<file path="config.mk">
export PLATFORM = sky130hd
export DESIGN_NAME = bus_tx_queue
export DESIGN_NICKNAME = d
export VERILOG_FILES = /design/src/rtl/bus_pkg.sv /design/src/rtl/bus_fifo_mem.sv /design/src/rtl/bus_tx_queue.sv
export SDC_FILE = /design/constraint.sdc
export NUM_CORES = 1
export LEC_CHECK = 0
export CORE_MARGIN = 10
export CORE_UTILIZATION = 50
export DETAILED_ROUTE_END_ITERATION = 16
export PLACE_DENSITY = 0.88
export SLEW_MARGIN = 10
export SYNTH_ARGS = -nofsm -noshare
export SYNTH_HDL_FRONTEND = slang
export SYNTH_HIERARCHICAL = 1
export SYNTH_SLANG_ARGS = --single-unit
</file>
<file path="constraint.sdc">
create_clock -name clock -period 3.65 [get_ports clock]
set_input_delay 0.365 -clock clock [delete_from_list [all_inputs] [get_ports clock]]
set_output_delay 0.365 -clock clock [all_outputs]
set_load 0.05 [all_outputs]
</file>
<file path="src/rtl/bus_pkg.sv">
// Shared constants and helpers for the round-robin bus and its per-client queues.
package bus_pkg;

  // Default message width and number of client slots on the shared bus.
  localparam int BUS_WIDTH   = 2;
  localparam int BUS_CLIENTS = 4;

  // One bus message at the default width.
  typedef logic [BUS_WIDTH-1:0] msg_t;

  // Occupancy must represent 0..depth inclusive, so it needs one bit more than a pointer.
  function automatic int level_width(input int depth);
    return $clog2(depth) + 1;
  endfunction

endpackage

</file>
<file path="src/rtl/bus_fifo_mem.sv">
// DEPTH x WIDTH register file: one synchronous write port, one asynchronous read port.
module bus_fifo_mem #(
  parameter int WIDTH = 2,
  parameter int DEPTH = 4,
  localparam int AW   = $clog2(DEPTH)
) (
  input  logic             clk,
  input  logic             we_i,
  input  logic [AW-1:0]    waddr_i,
  input  logic [WIDTH-1:0] wdata_i,
  input  logic [AW-1:0]    raddr_i,
  output logic [WIDTH-1:0] rdata_o
);

  // Storage holds no reset value; entries are only read once they have been written.
  logic [WIDTH-1:0] mem_q [DEPTH];

  // Write the producer's word at the write address.
  always_ff @(posedge clk) begin
    if (we_i) begin
      mem_q[waddr_i] <= wdata_i;
    end
  end

  // The head is read combinationally so the queue can fall through in one cycle.
  assign rdata_o = mem_q[raddr_i];

endmodule

</file>
<file path="src/rtl/bus_tx_queue.sv">
// Per-client transmit FIFO in front of the shared round-robin bus.
// The head entry is offered to the bus as (bus_message, bus_write) and retired on bus_sent.
module bus_tx_queue
  import bus_pkg::*;
#(
  parameter int WIDTH     = BUS_WIDTH,
  parameter int DEPTH     = 4,
  parameter int CNT_WIDTH = 16
) (
  input  logic                          clock,
  input  logic                          reset,
  input  logic [WIDTH-1:0]              in_data,
  input  logic                          in_valid,
  output logic                          in_ready,
  output logic [WIDTH-1:0]              bus_message,
  output logic                          bus_write,
  input  logic                          bus_sent,
  output logic [level_width(DEPTH)-1:0] level,
  output logic [CNT_WIDTH-1:0]          sent_count,
  output logic                          err_spurious
);

  localparam int AW = $clog2(DEPTH);
  localparam int LW = level_width(DEPTH);

  logic [AW-1:0]        rd_ptr_q, rd_ptr_d;
  logic [AW-1:0]        wr_ptr_q, wr_ptr_d;
  logic [LW-1:0]        level_q, level_d;
  logic [CNT_WIDTH-1:0] cnt_q, cnt_d;
  logic                 err_q, err_d;

  logic             full;
  logic             empty;
  logic             push;
  logic             pop;
  logic [WIDTH-1:0] head_data;

  // Full and empty come from the occupancy count; pointers alone cannot tell them apart.
  assign full  = (level_q == LW'(DEPTH));
  assign empty = (level_q == '0);

  // A full queue refuses the producer even if the head retires this same cycle.
  assign push = in_valid && !full;
  assign pop  = bus_sent && !empty;

  bus_fifo_mem #(
    .WIDTH (WIDTH),
    .DEPTH (DEPTH)
  ) u_mem (
    .clk     (clock),
    .we_i    (push && !reset),
    .waddr_i (wr_ptr_q),
    .wdata_i (in_data),
    .raddr_i (rd_ptr_q),
    .rdata_o (head_data)
  );

  // Next-state for pointers, occupancy, retire counter and the sticky error flag.
  always_comb begin
    rd_ptr_d = rd_ptr_q;
    wr_ptr_d = wr_ptr_q;
    level_d  = level_q;
    cnt_d    = cnt_q;
    err_d    = err_q;

    if (push) begin
      wr_ptr_d = wr_ptr_q + AW'(1);
    end
    if (pop) begin
      rd_ptr_d = rd_ptr_q + AW'(1);
      cnt_d    = cnt_q + CNT_WIDTH'(1);
    end

    unique case ({push, pop})
      2'b10:   level_d = level_q + LW'(1);
      2'b01:   level_d = level_q - LW'(1);
      default: level_d = level_q;
    endcase

    // A sent pulse with nothing queued means the bus and this slot disagree.
    if (bus_sent && empty) begin
      err_d = 1'b1;
    end
  end

  // State register; reset wins over any push or pop in the same cycle.
  always_ff @(posedge clock) begin
    if (reset) begin
      rd_ptr_q <= '0;
      wr_ptr_q <= '0;
      level_q  <= '0;
      cnt_q    <= '0;
      err_q    <= 1'b0;
    end else begin
      rd_ptr_q <= rd_ptr_d;
      wr_ptr_q <= wr_ptr_d;
      level_q  <= level_d;
      cnt_q    <= cnt_d;
      err_q    <= err_d;
    end
  end

  // Bus-facing outputs depend only on registered state; zero when empty keeps X off the bus.
  assign bus_write    = !empty;
  assign bus_message  = empty ? '0 : head_data;
  assign in_ready     = !full;
  assign level        = level_q;
  assign sent_count   = cnt_q;
  assign err_spurious = err_q;

endmodule

</file>
After elaboration in Yosys (flattened, before gate mapping)

Memory sizes are Yosys's and may differ from the RTL's. A register that Yosys moved wholly into a read port is not among the register bits.
Cells that the tools add are included.
Widths: inputs -> output; s select.

Multiplexer cells: 6
Eq/ne operators: 3
Reduce and logical (&&, ||, !) cells: 9
Add/sub/neg operators: 5

Operators by type and width:

| cell                  | number |
|---|---|
| $add 16x1->16 const B | 1 |
| $mux 2                | 3 |
| $pmux 3 s2            | 1 |
| $add 2x1->2 const B   | 2 |
| $logic_and 1x1->1     | 4 |
| $add 3x1->3 const B   | 1 |
| $eq 3x3->1 const B    | 1 |
| $logic_not 1->1       | 3 |
| $logic_not 3->1       | 1 |
| $sub 3x1->3 const B   | 1 |
| $eq 2x1->1 const B    | 1 |
| $eq 2x2->1 const B    | 1 |
| $mux 1                | 2 |
| $reduce_bool 2->1     | 1 |

Memories kept: 1
Memory bits (writable): 8
Register bits: 24
Bits of input ports: 6
Output and inout port bits: 24
Logic and storage cells: 29

Memories:

| name        | words | bits a word | rd ports | clocked after memory_dff | wr ports | RTL line           | RTL |
|---|---|---|---|---|---|---|---|
| u_mem.mem_q | 4     | 2           | 1        | 1                        | 1        | bus_fifo_mem.sv:16 | `logic [WIDTH-1:0] mem_q [DEPTH];` |

Depth between registers and ports, before layout

Gate-level depths: netlist of run 1.

Depth in word-level cells: 6
Mapped depth: 9
Mapped depth without buffers: 8

Cells and area by module

Netlist of run 1, hierarchy kept.

Modules (own cells, without submodules):

| module       | times used | area each (µm²) | cells an instance | seq. area each (µm²) |
|---|---|---|---|---|
| bus_tx_queue | 1          | 1,117.3         | 127               | 480.5 |
| bus_fifo_mem | 1          | 324.1           | 14                | 240.2 |

Least setup slack after synthesis of run 1

Ideal clock, no wire load.

Path type: reg2reg
Start: register level_q[2] (netlist: level[2])
End: register level_q[2] (netlist: level[2])
Setup slack: 0.901 ns
Data required time: 3.580 ns
Stages on the path, launching flop included: 9
Arrival: 2.678 ns
Path buffers: 0
Setup time: 0.070 ns
Period minus slack after synthesis: 2.749 ns
Cells stage by stage: dfxtp_1 -> or3b_2 -> nand2_1 -> ha_1 -> inv_1 -> fa_1 -> xor2_1 -> or3_1 -> a21oi_1

Longest elaborated chain between the ends: 5
Elaborated cells between the ends (all ways): 12
Those cells by class: 2 x add/sub; 3 x eq/ne; 1 x mux; 6 x reduce/logical

Ends and longest elaborated chain:

| element                                         | RTL line           | RTL |
|---|---|---|
| from (decl)                                     | bus_tx_queue.sv:28 | `logic [LW-1:0] level_q, level_d;` |
| from (signal assigned)                          | bus_tx_queue.sv:97 | `level_q <= level_d;` |
| $eq 3x3->1 *                                    | bus_tx_queue.sv:39 | `assign full = (level_q == LW'(DEPTH));` |
| $logic_not 1->1 *                               | n/a                |  |
| named net in_ready                              | bus_tx_queue.sv:14 | `output logic in_ready,` |
| $logic_and 1x1->1 *                             | bus_tx_queue.sv:43 | `assign push = in_valid && !full;` |
| $eq 2x1->1 or $eq 2x2->1 (tied branches)        | bus_tx_queue.sv:74 | `unique case ({push, pop})` |
| $pmux 3 s2 or $reduce_bool 2->1 (tied branches) | n/a                |  |

Mark *: on every way through the listed nets, which the timed path passes. The rest lies on a longest branch.
A chain may end at the register's enable or synchronous reset.

==> metrics.md, run 1 <==
| Metric | Value |
|---|---|
| RSZ-0062 raised after global routing | false |
| Yosys reg bits | 32 |
| CP Max Fanout | 4 |
| # DRC | 0 |
| ANT nets after route | 0 |
| H-tree levels | 2 |
| Top_reg_cell synth | dfxtp_1 |
| CTS root buffer | clkbuf_4 |
| Syn avg cell area | between 10 and 15 µm² |
| Minimum clock period | 2.53 ns |
| Met1 usage | 11.9% |
| Startpoint Class | flop |
| Routed WL per cell | approximately 15 µm |
| CTS tree | yes |
| Clock Pin Slew Worst Setup and Hold Paths | ~0.10 ns |
| Fraction of layout instances using a drive strength above 1 | 9.09% |
| Register-to-register setup slack | 1.22 ns |
| First-pass GRT wire length | a little over 5 mm |
| Worst setup margin | 1.12 ns |
| Slew @ Worst Pin | 0.527 ns |
| Initial antenna violation count | 0 |
| DR vias | 1,133 |
| CTS Buffer Depth | 2 |
| Syn_nets | 150 |
| Number of max-cap violations | 0 |
| Total gr overflow | 0 |
| Max Fclk | approximately 400 MHz |
| Crit path required time | about 3.3 ns |
| Core area | about 2800 µm² |
| I/O Pins | 30 |
| Final period util | 69.3% |
| Final Hold Vio Count | 0 |
| Initial Utilization | 52.3% |
| Slew Limit Fails | 0 |
| EDFF count, synth | 8 |
| Worst skew pair latency | ~0.33 ns |
| IO Port Bufs | 29 |
| Hold Path Class | flop to flop |
| Die area | 5430 µm² |
| Post-cts sizing count | 0 |
| Clk_skew | about 0.0084 ns |
| M3 GR Usage | 5.65% |
| GR peak layer | met2 |
| CTS Buf Count | 5 |
| GPL Wtd Cong | between 0.7 and 0.8 |
| Status | completed |
| Pin count of the biggest net entering global routing | 28 |
| Layout Nets | 184 |
| Layout area overhead | 26.2% |
| GRT Total Usage | 12.0% |
| Worst VDD drop | approximately 0.49 mV |
| Cell count after synthesis | 141 |
| Clock sink count | 32 |
| Post-CTS Setup Inserts | 0 |
| Sequential area share after synthesis | around 50% |
| Crit. End Element | output port |
| Count of final setup violators | 0 |
| DP Worst Slack | 1.05 ns |
| Slew headroom | 64.7% |
| Yosys Warn Count | 6 |
| Most frequent cells in the layout | clkdlybuf4s50_1, dfxtp_1, nor2_1 |
| TNS Setup | 0 ns |
| HPWL after detailed placement | 2.36 mm |
| # diodes | 0 |
| Most common cell after layout, fill and taps aside | clkdlybuf4s50_1 |
| Met2 usage | 20.6% |
| Die W | about 74 µm |
| Die height | 73.7 µm |
| Hold_buf cts | 0 |
| Arrival @ worst endpoint | 2.17 ns |
| DRT Pass-1 Iters | 4 |
| Distinct cells, synth | 35 |
| Critical path type | flop to output port |
| Post-synth ARST share | 0% |
| Power, Total | between 0.001 and 0.0015 W |
| Pwr dens | 629 nW/µm² |
| DRT iter0 DRCs | 81 |
| DRT Wirelength | 3.01 mm |
| FP Rows | 19 |
| Vias in the first global route | 1,153 |
| Cell area after synthesis | 1440 µm² |
| WHS | 0.492 ns |
| Leak pwr | about 0.65 nW |
| DR vias/cell | roughly 5.5 |
cells in the mapped netlist (2+ instances only):
| cell | instances | area share [%] |
|---|---|---|
| nor2_1 | 21 | 5.5 |
| mux4_1 | 2 | 3.6 |
| nor2b_1 | 4 | 1.7 |
| mux2_2 | 2 | 1.6 |
| dfxtp_1 | 24 | 33 |
| o21ai_0 | 4 | 1.4 |
| nor3b_1 | 2 | 1.0 |
| nand3_1 | 4 | 1.4 |
| nand2_1 | 9 | 2.3 |
| and3b_1 | 2 | 1.2 |
| clkbuf_1 | 2 | 0.52 |
| ha_1 | 2 | 1.7 |
| xor2_1 | 7 | 4.3 |
| xnor2_1 | 8 | 4.9 |
| nor3_1 | 3 | 1.0 |
| a21oi_1 | 8 | 2.8 |
| nor4_1 | 3 | 1.3 |
| inv_1 | 6 | 1.6 |
| or3_1 | 3 | 1.3 |
| edfxtp_1 | 8 | 17 |
| nand4_1 | 3 | 1.3 |
state kept, by name, indices dropped and copies added, names as in the netlist:
name / cells
err_spurious: 1
u_mem/mem_q: 8
wr_ptr_q: 2
level: 3
sent_count: 16
rd_ptr_q: 2
worst max-delay path, cell delays in order (launching register included):
cell and delay (ns):
dfxtp_1 0.42, mux4_1 0.56, nor2b_1 0.14, clkdlybuf4s50_1 0.72
cells by family (layout without fill, tap and decap cells):
group	count (synthesis)	in the layout	share of synthesized area, %
AOI/OAI and AO/OA	14	14	5.30
and+or+nand+nor	62	62	24.1
xor gates and xnor gates	15	15	9.11
adders and majority gates	3	3	3.12
DFF	32	32	50.0
muxes	4	4	5.21
buffers and inverters	11	46	3.12
area by class of cell:
cell class	count	area (µm²)
inverters	7	26.3
repair buffers	31	305
flip-flops and latches	32	721
well taps	31	38.8
clock buffers	6	41.3
fillers	224	938
multi-input cells	98	676
clock inverters	2	11.3
per-stage QoR:
step | area [µm²] | util, % | instances
global placement | 1770 | 64.1 | 199
detailed placement | 1770 | 64.1 | 199
CTS | 1820 | 66.0 | 207
floorplan | 1440 | - | 141
finish | 1820 | 66.0 | 207
global route | 1820 | 66.0 | 207
where the power goes:
| part | switching (W) | internal (W) |
|---|---|---|
| Combinational | 0.000323 | 0.000179 |
| Clock | 0.000115 | 0.0000732 |
| Sequential | 0.0000492 | 0.000404 |
routing by layer:
layer / routed length (µm) / up-vias
met1: 1150 / 528
met2: 1540 / 39
met3: 260 / 8
met4: 57 / 0
met5: 0 / -
li1: - / 558
worst paths after layout:
path,start,end,depth (start not counted)
setup / recovery,rd_ptr_q[0],bus_message[0],3
hold / removal,err_spurious,err_spurious,2
setup reg to reg,level[2],level[2],8
hold reg to reg,err_spurious,err_spurious,2
Note: power is estimated with default switching activity, not from simulation.
==> inputs of run 2 (changes only) <==
- CORE_UTILIZATION: 50 -> 45
- PLACE_DENSITY: 0.88 -> 0.84
- clock period: 3.65 -> 2.3 ns (I/O delays scaled with it)
==> run 2 against run 1 <==
  * Flip-flop and latch count unchanged
  * Die area up 8.0%
  * First-iteration DRC count down 47%
  * Core utilization down 4.8 points
  * Worst hold slack worse by 0.0056 ns
  * Count of clock-buffer cells in the layout up 2
  * Clock skew down 0.0029 ns
  * Sequential share of layout area down 0.70 points
  * Final cell count up 6.8%
  * Combinational power up 57%
  * Global-route usage down 1.1 points
  * Largest cell class unchanged
==> metrics.md, run 2 (synthesized netlist as in run 1, its figures left out) <==
| Metric | Value |
|---|---|
| Die height | 76.6 µm (+3.9%) |
| Slew @ Worst Pin | 0.517 ns (-0.0105 ns) |
| First-pass GRT wire length | 5.25 mm (+2.1%) |
| CTS root buffer | clkbuf_4 |
| RSZ-0062 raised after global routing | false |
| Arrival @ worst endpoint | 2.43 ns (+0.26 ns) |
| Crit. End Element | flop |
| Footprint of the multi-input gates | 681 µm² (+0.74%) |
| Slew headroom | 65.4% (+0.70 points) |
| CP Max Fanout | 6 (+2) |
| Die W | 76.6 µm (+3.9%) |
| Most frequent cells in the layout | clkdlybuf4s50_1, nor2_1, dfxtp_1 |
| HPWL after detailed placement | 2.34 mm (-0.70%) |
| Die area | 5870 µm² (+8.0%) |
| Register-to-register setup slack | 0.13 ns (-1.09 ns) |
| FP Rows | 20 (+1) |
| # diodes | 0 (unchanged) |
| Vias in the first global route | 1,123 (-2.6%) |
| GPL Wtd Cong | 0.746 (-5.8%) |
| Fin cells | 221 (+6.8%) |
| Worst skew pair latency | 0.32 ns (about the same) |
| GRT Total Usage | 10.9% (-1.1 points) |
| Pin count of the biggest net entering global routing | 28 (unchanged) |
| Pwr dens | 1000 nW/µm² (+60%) |
| Final period util | a little over nine tenths |
| Number of flip-flops under the largest register name | 16 (unchanged) |
| # DRC | 0 (unchanged) |
| Count of final setup violators | 0 (unchanged) |
| CTS tree | yes |
| Worst VDD drop | 0.664 mV (+35%) |
| Slew Limit Fails | 0 (unchanged) |
| Placed Cells | 213 (+7.0%) |
| DRT Wirelength | 3.12 mm (+3.8%) |
| DR vias/cell | 5.04 (-7.9%) |
| Post-CTS Setup Inserts | 0 (unchanged) |
| CTS Buffer Depth | 2 (unchanged) |
| H-tree levels | 2 (unchanged) |
| Layout area overhead | 29.6% |
| Hold Path Class | flop to flop |
| Clock Pin Slew Worst Setup and Hold Paths | 0.10 ns (about the same) |
| TNS Setup | 0 ns (unchanged) |
| Clk_skew | 0.00544 ns (-0.00294 ns) |
| Routed WL per cell | 14.1 µm (-2.8%) |
| Critical path type | flop to flop |
| Status | completed |
| Core area | 3050 µm² (+11%) |
| Clock sink count | 32 (unchanged) |
| Initial Utilization | 47.2% (-5.1 points) |
| DRT Pass-1 Iters | 4 (unchanged) |
| DRT iter0 DRCs | 43 (-47%) |
| Crit path required time | 2.56 ns (-0.72 ns) |
| Layout Nets | 185 (+0.54%) |
| Max Fclk | approximately 460 MHz |
| Sequential Area | 727 µm² (+0.87%) |
| Minimum clock period | 2.17 ns |
| I/O Pins | 30 (unchanged) |
| Number of max-cap violations | 0 (unchanged) |
| ANT nets after route | 0 (unchanged) |
| DR vias | 1,114 (-1.7%) |
| Fraction of layout instances using a drive strength above 1 | 12.4% (+3.3 points) |
| Leak pwr | 0.681 nW (+4.4%) |
| Total gr overflow | 0 (unchanged) |
| Most common cell after layout, fill and taps aside | clkdlybuf4s50_1 |
| Fillers | 269 (+20%) |
| Final Hold Vio Count | 0 (unchanged) |
| Startpoint Class | flop |
| CTS Buf Count | 5 (unchanged) |
| IO Port Bufs | 29 (unchanged) |
| Initial antenna violation count | 0 (unchanged) |
-- run 2: changes by cell type in the layout (fill, tap and decap cells not counted), sizes merged --
cell           delta
clkdlybuf4s50     -2
clkinvlp          -1
buf               +1
clkinv            -1
clkbuf            +2
dlygate4sd2       +2
-- run 2: where the power goes --
group          switching [W]  internal (W)
sequential         0.0000755      0.000649
clock               0.000183      0.000180
combinational       0.000506      0.000284
-- run 2: worst max-delay path: stages (launching register included) --
cell and delay [ns]:
dfxtp_4 0.38, or3b_4 0.40, nand2_2 0.10, ha_1 0.19, inv_1 0.06, fa_1 0.37, xor2_1 0.15, or3_1 0.30
a21oi_1 0.15
-- run 2: what timing repair did --
action,4_1_cts,5_1_grt
gates resized for setup,2,0
hold buffers,0,0
setup endpoints to repair,2,0
hold endpoints to repair,0,0
-- run 2: cell type report --
type / count / share of cell area (%)
timing repair buffer: 32 / 16.6
sequential: 32 / 38.9
clock buffer: 8 / 3.68
multi-input combinational: 98 / 36.4
inverter: 7 / 1.41
tap: 44 / 2.95
-- run 2: worst paths after layout --
check	from	depth (start not counted)	to
worst max-delay path	level[2]	8	level[2]
worst min-delay path	err_spurious	2	err_spurious
worst min register to register	err_spurious	2	err_spurious
worst max register to register	level[2]	8	level[2]
-- run 2: routing by layer --
metal	up-vias	share of wire (%)	track usage, %
met5	-	0	0
met4	0	2.1	6.51
met3	5	7.8	4.60
met2	32	48	17.4
met1	520	42	11.7
li1	557	-	-
-- run 2: per-stage QoR --
stage / hold WS [ns] / area, µm² / power (W) / worst slack, ns / util [%]
finish: 0.486 / 1870 / 0.00188 / 0.128 / 61.2
global route: 0.500 / 1870 / 0.00199 / 0.0101 / 61.2
CTS: 0.488 / 1870 / 0.00190 / 0.125 / 61.2
detailed placement: 0.464 / 1800 / 0.00155 / 0.104 / 59.0
global placement: 0.459 / 1800 / 0.00152 / 0.213 / 59.0
floorplan: 0.329 / 1450 / 0.00130 / 0.0115 / -
==> inputs of run 3 (changes only) <==
- CAP_MARGIN: default -> 20
==> results of run 3 <==
No change in the layout: final DEF, timing and power equal those of run 2.
